## src/rtl/div_arbiter.sv

```systemverilog
// Round-robin arbiter sharing one divider among NREQ requesters.
// Optional: `define DIV_ZERO_BYPASS_EN to answer y==0 requests without using the divider.
module div_arbiter #(
  parameter int NREQ    = 4,
  parameter int IDW     = 2,
  parameter int W       = 4,
  parameter int TIMEOUT = 63
) (
  input  logic              CLK,
  input  logic              RST,
  input  logic [NREQ-1:0]   req,
  input  logic [NREQ*W-1:0] x_in,
  input  logic [NREQ*W-1:0] y_in,
  output logic [NREQ-1:0]   ack,
  output logic [W-1:0]      q_out,
  output logic [W-1:0]      r_out,
  output logic              err_out,
  output logic              busy,
  output logic [IDW-1:0]    grant_id,
  output logic              div_go,
  output logic [W-1:0]      div_x,
  output logic [W-1:0]      div_y,
  input  logic              div_done,
  input  logic [W-1:0]      div_q,
  input  logic [W-1:0]      div_r,
  input  logic              div_error
);
  localparam int CW = $clog2(TIMEOUT + 1);

  typedef enum logic [1:0] {IDLE, ISSUE, WAIT, RESP} state_t;

  state_t         state_q, state_d;
  logic [IDW-1:0] ptr_q, ptr_d, gid_q, gid_d, win;
  logic           found;
  logic [W-1:0]   x_q, x_d, y_q, y_d, q_q, q_d, r_q, r_d;
  logic           err_q, err_d;
  logic [CW-1:0]  cnt_q, cnt_d;

  // Scan from the slot after the last winner so it lands at lowest priority.
  always_comb begin
    win   = '0;
    found = 1'b0;
    for (int i = 1; i <= NREQ; i++) begin
      if (!found && req[(int'(ptr_q) + i) % NREQ]) begin
        found = 1'b1;
        win   = IDW'((int'(ptr_q) + i) % NREQ);
      end
    end
  end

  always_comb begin
    state_d = state_q;
    ptr_d   = ptr_q;
    gid_d   = gid_q;
    x_d     = x_q;
    y_d     = y_q;
    q_d     = q_q;
    r_d     = r_q;
    err_d   = err_q;
    cnt_d   = cnt_q;
    ack     = '0;
    div_go  = 1'b0;
    case (state_q)
      IDLE: begin
        if (found) begin
          gid_d   = win;
          x_d     = x_in[int'(win)*W +: W];
          y_d     = y_in[int'(win)*W +: W];
          state_d = ISSUE;
`ifdef DIV_ZERO_BYPASS_EN
          if (y_in[int'(win)*W +: W] == '0) begin
            q_d     = '0;
            r_d     = '0;
            err_d   = 1'b1;
            state_d = RESP;
          end
`endif
        end
      end
      ISSUE: begin
        div_go  = 1'b1;
        cnt_d   = '0;
        state_d = WAIT;
      end
      WAIT: begin
        cnt_d = cnt_q + 1'b1;
        // First WAIT cycle may still see the previous op's done level.
        if (div_done && cnt_q != '0) begin
          q_d     = div_q;
          r_d     = div_r;
          err_d   = div_error;
          state_d = RESP;
        end else if (cnt_q == CW'(TIMEOUT - 1)) begin
          q_d     = '0;
          r_d     = '0;
          err_d   = 1'b1;
          state_d = RESP;
        end
      end
      RESP: begin
        ack[gid_q] = 1'b1;
        ptr_d      = gid_q;
        state_d    = IDLE;
      end
      default: state_d = IDLE;
    endcase
  end

  always_ff @(posedge CLK or posedge RST) begin
    if (RST) begin
      state_q <= IDLE;
      ptr_q   <= IDW'(NREQ - 1);
      gid_q   <= '0;
      x_q     <= '0;
      y_q     <= '0;
      q_q     <= '0;
      r_q     <= '0;
      err_q   <= 1'b0;
      cnt_q   <= '0;
    end else begin
      state_q <= state_d;
      ptr_q   <= ptr_d;
      gid_q   <= gid_d;
      x_q     <= x_d;
      y_q     <= y_d;
      q_q     <= q_d;
      r_q     <= r_d;
      err_q   <= err_d;
      cnt_q   <= cnt_d;
    end
  end

  assign busy     = (state_q != IDLE);
  assign grant_id = gid_q;
  assign div_x    = x_q;
  assign div_y    = y_q;
  assign q_out    = q_q;
  assign r_out    = r_q;
  assign err_out  = err_q;
endmodule

```

## config.mk

```make
export PLATFORM = sky130hd
export DESIGN_NAME = div_arbiter
export DESIGN_NICKNAME = d
export VERILOG_FILES = /design/src/rtl/div_arbiter.sv
export SDC_FILE = /design/constraint.sdc
export NUM_CORES = 1
export LEC_CHECK = 0
export CORE_MARGIN = 5
export CORE_UTILIZATION = 41
export DETAILED_ROUTE_END_ITERATION = 6
export PLACE_DENSITY = 0.85
export SLEW_MARGIN = 20
export SYNTH_ARGS = -nofsm -noshare
export SYNTH_HDL_FRONTEND = slang
export SYNTH_SLANG_ARGS = --single-unit
```

## constraint.sdc

```tcl
create_clock -name CLK -period 2.6 [get_ports CLK]
set_input_delay 0.65 -clock CLK [delete_from_list [all_inputs] [get_ports CLK]]
set_output_delay 0.65 -clock CLK [all_outputs]
set_load 0.005 [all_outputs]
```

==> metrics.md <==
| Metric | Value |
|---|---|
| Slowest cell on crit path | `clkdlybuf4s50_1` |
| Req. time, crit path | `1.95 ns` |
| Post-CTS Resized | `0` |
| Fin Setup TNS | `0 ns` |
| Global-route wire length before repair | `6890 um` |
| Worst min path class | `reg2reg` |
| Wire per inst | `15.1 um` |
| Core area | `3720 sq um` |
| Buf/Inv on CP | `1` |
| Drt initial violations | `94` |
| Number of global-route vias before repair | `1,543` |
| Final GP Congestion | `0.763` |
| Skew-Pair Late Insertion Delay | `0.28 ns` |
| Maximum buffer depth of the clock tree | `2` |
| Post-synth EDFFs | `0` |
| Hold WS | `0.493 ns` |
| Root Driver | `clkbuf_8` |
| Primary FF master, synth | `dfrtp_1` |
| Synth unique cells | `34` |
| I/O Buffers | `72` |
| Syn. warnings | `0` |
| Avg Cell Area, Syn | `10.1 sq um` |
| Post-Syn Area | `1590 sq um` |
| Die ar. | `5220 sq um` |
| Clock-pin slew on the worst setup and hold paths | `0.06 ns` |
| Area grow syn2layout | `55.7%` |
| Slew @ Worst Pin | `0.518 ns` |
| WS Path Type | `reg2out` |
| Fmax | `432 MHz` |
| CTS buffer count | `5` |
| Critical path startpoint category | `flop` |
| Post-CTS Setup Inserts | `0` |
| Syn_nets | `213` |
| Skew final | `0.00533 ns` |
| DP HPWL | `3210 um` |
| Layout cells sized above 1 | `0.0766` |
| Hold Buf Count CTS | `0` |
| Commonest non-fill, non-tap cells in the layout | `clkdlybuf4s50_1 (72), dfrtp_1 (27), nand2_1 (20)` |
| Crit path max fanout | `6` |
| # nets final | `289` |
| Cell count after synthesis | `158` |
| Worst setup EP type | `output port` |
| Routed Wire Length | `4270 um` |
| Max_slew headroom | `0.653` |
| Sequential share of the synthesized area | `0.458` |
| #FFs+latches synth | `29` |
| Commonest non-fill, non-tap cell in the layout | `clkdlybuf4s50_1` |
| Clk sinks | `29` |
| Fillers | `299` |
| Die height | `72.3 um` |
| GR Util All Layers | `0.167` |
| Final Max Slew Viols | `0` |
| Row Count | `22` |
| # diodes | `0` |
| H-tree Lvls | `2` |
| DIE WIDTH | `72.3 um` |
| Via density | `5.20` |
| Fin crit period | `2.32 ns` |
| Via count | `1,471` |
| Worst vdd ir | `0.521 mV` |
| Largest net degree at the start of global routing | `30` |
| Starting density of the core | `0.428` |
| Final Cycle Share | `0.891` |
| Initial antenna violation count | `0` |
| TritonCTS clock tree | `built` |
| Slowest cell delay on critical path | `0.53 ns` |
| RSZ-0062 raised after global routing | `no` |
| Asr flop ratio synth | `1.00` |
| Status | `completed` |
| Detailed Routing Iterations Pass 1 | `4` |
| Count of final setup violators | `0` |
| Power Dens Cells | `994 nW/um^2` |
| Residual DRC | `0` |
| Crit path cell chain | `ha_1 > nor3b_1 > clkdlybuf4s50_1` |
| CP delay by family, top | `buffers and inverters` |
| GR Overflow Total | `0` |
| Final hold vios | `0` |
| Leak | `1.10 nW` |
| Max-cap violation count | `0` |
| # IOs | `73` |
| Crit path DAT | `1.67 ns` |
| DRT antenna net count | `0` |
[stage by stage]
| stage | total power, mW | setup WS [ns] | area [sq um] | std cells | util |
|---|---|---|---|---|---|
| final | 2.46 | 0.283 | 2470 | 283 | 0.666 |
| after CTS | 2.49 | 0.262 | 2470 | 283 | 0.666 |
| after global routing | 2.65 | 0.183 | 2470 | 283 | 0.666 |
| after floorplan | 1.48 | 0.669 | 1590 | 158 | - |
| after global placement | 2.03 | 0.362 | 2370 | 275 | 0.639 |
| after detailed placement | 2.07 | 0.303 | 2370 | 275 | 0.639 |
[sequential cells by signal, indices dropped and copies added (netlist names)]
| signal | cells |
|---|---|
| div_x | 4 |
| state_q | 2 |
| r_out | 4 |
| div_y | 4 |
| grant_id | 2 |
| err_out | 1 |
| ptr_q | 2 |
| q_out | 4 |
| cnt_q | 6 |
[worst paths after layout]
check | start | end | slack [ns] | cells past startpoint
worst max-delay path | state_q[0] | ack[0] | 0.28 | 3
worst min-delay path | div_x[1] | div_x[1] | 0.49 | 2
worst max register to register | cnt_q[0] | state_q[1] | 0.55 | 7
worst min register to register | div_x[1] | div_x[1] | 0.49 | 2
max in group asynchronous | RST | ptr_q[0] | 1.54 | 3
min in group asynchronous | RST | r_out[0] | 0.75 | 3
[cell usage after synthesis, drive strengths merged, types with 3 or more instances]
cell | n | area, sq um
a21oi | 6 | 33.8
a22o | 8 | 70.1
and3 | 3 | 18.8
buf | 3 | 20.0
clkbuf | 3 | 11.3
dfrtp | 27 | 676
ha | 7 | 87.6
inv | 14 | 52.6
mux2i | 18 | 180
nand2 | 20 | 75.1
nand3 | 6 | 30.0
nor2 | 5 | 18.8
o21ai | 10 | 53.8
o221ai | 8 | 70.1
[kinds of logic after synthesis]
logic type	after synthesis	share of synthesized area
AOI/OAI and AO/OA	39	0.176
adders and majority gates	7	0.0551
buffers and inverters	20	0.0527
DFF	29	0.458
muxes	20	0.130
and+or+nand+nor	43	0.128
[layer usage]
metal  vias to the layer above  track usage  routed length, um
met2                        51        0.272               2010
met1                       701        0.213               1840
met5                         -            0                  0
met4                         0       0.0459                 38
li1                        716            -                  -
met3                         3       0.0526                376
[final cells by class]
cell class,count,area (sq um),share of cell area
clock buffers,7,96.3,0.0389
clock inverters,1,5.00,0.00202
inverters,14,52.6,0.0212
multi-input cells,109,777,0.314
flip-flops and latches,29,728,0.294
well taps,48,60.1,0.0243
repair buffers,75,756,0.305
[power breakdown]
part | total, mW | switching, mW | internal (mW) | leakage, nW
registers | 0.798 | 0.144 | 0.655 | 0.361
logic | 1.25 | 0.536 | 0.716 | 0.684
clock network | 0.409 | 0.170 | 0.239 | 0.0542
[worst min-delay path, delay by kind of cell (launching register included)]
kind               cells  cell delay (ns)
AOI/OAI and AO/OA      1             0.06
DFF                    1             0.34
and+or+nand+nor        1             0.06
Note: power is estimated with default switching activity, not from simulation.
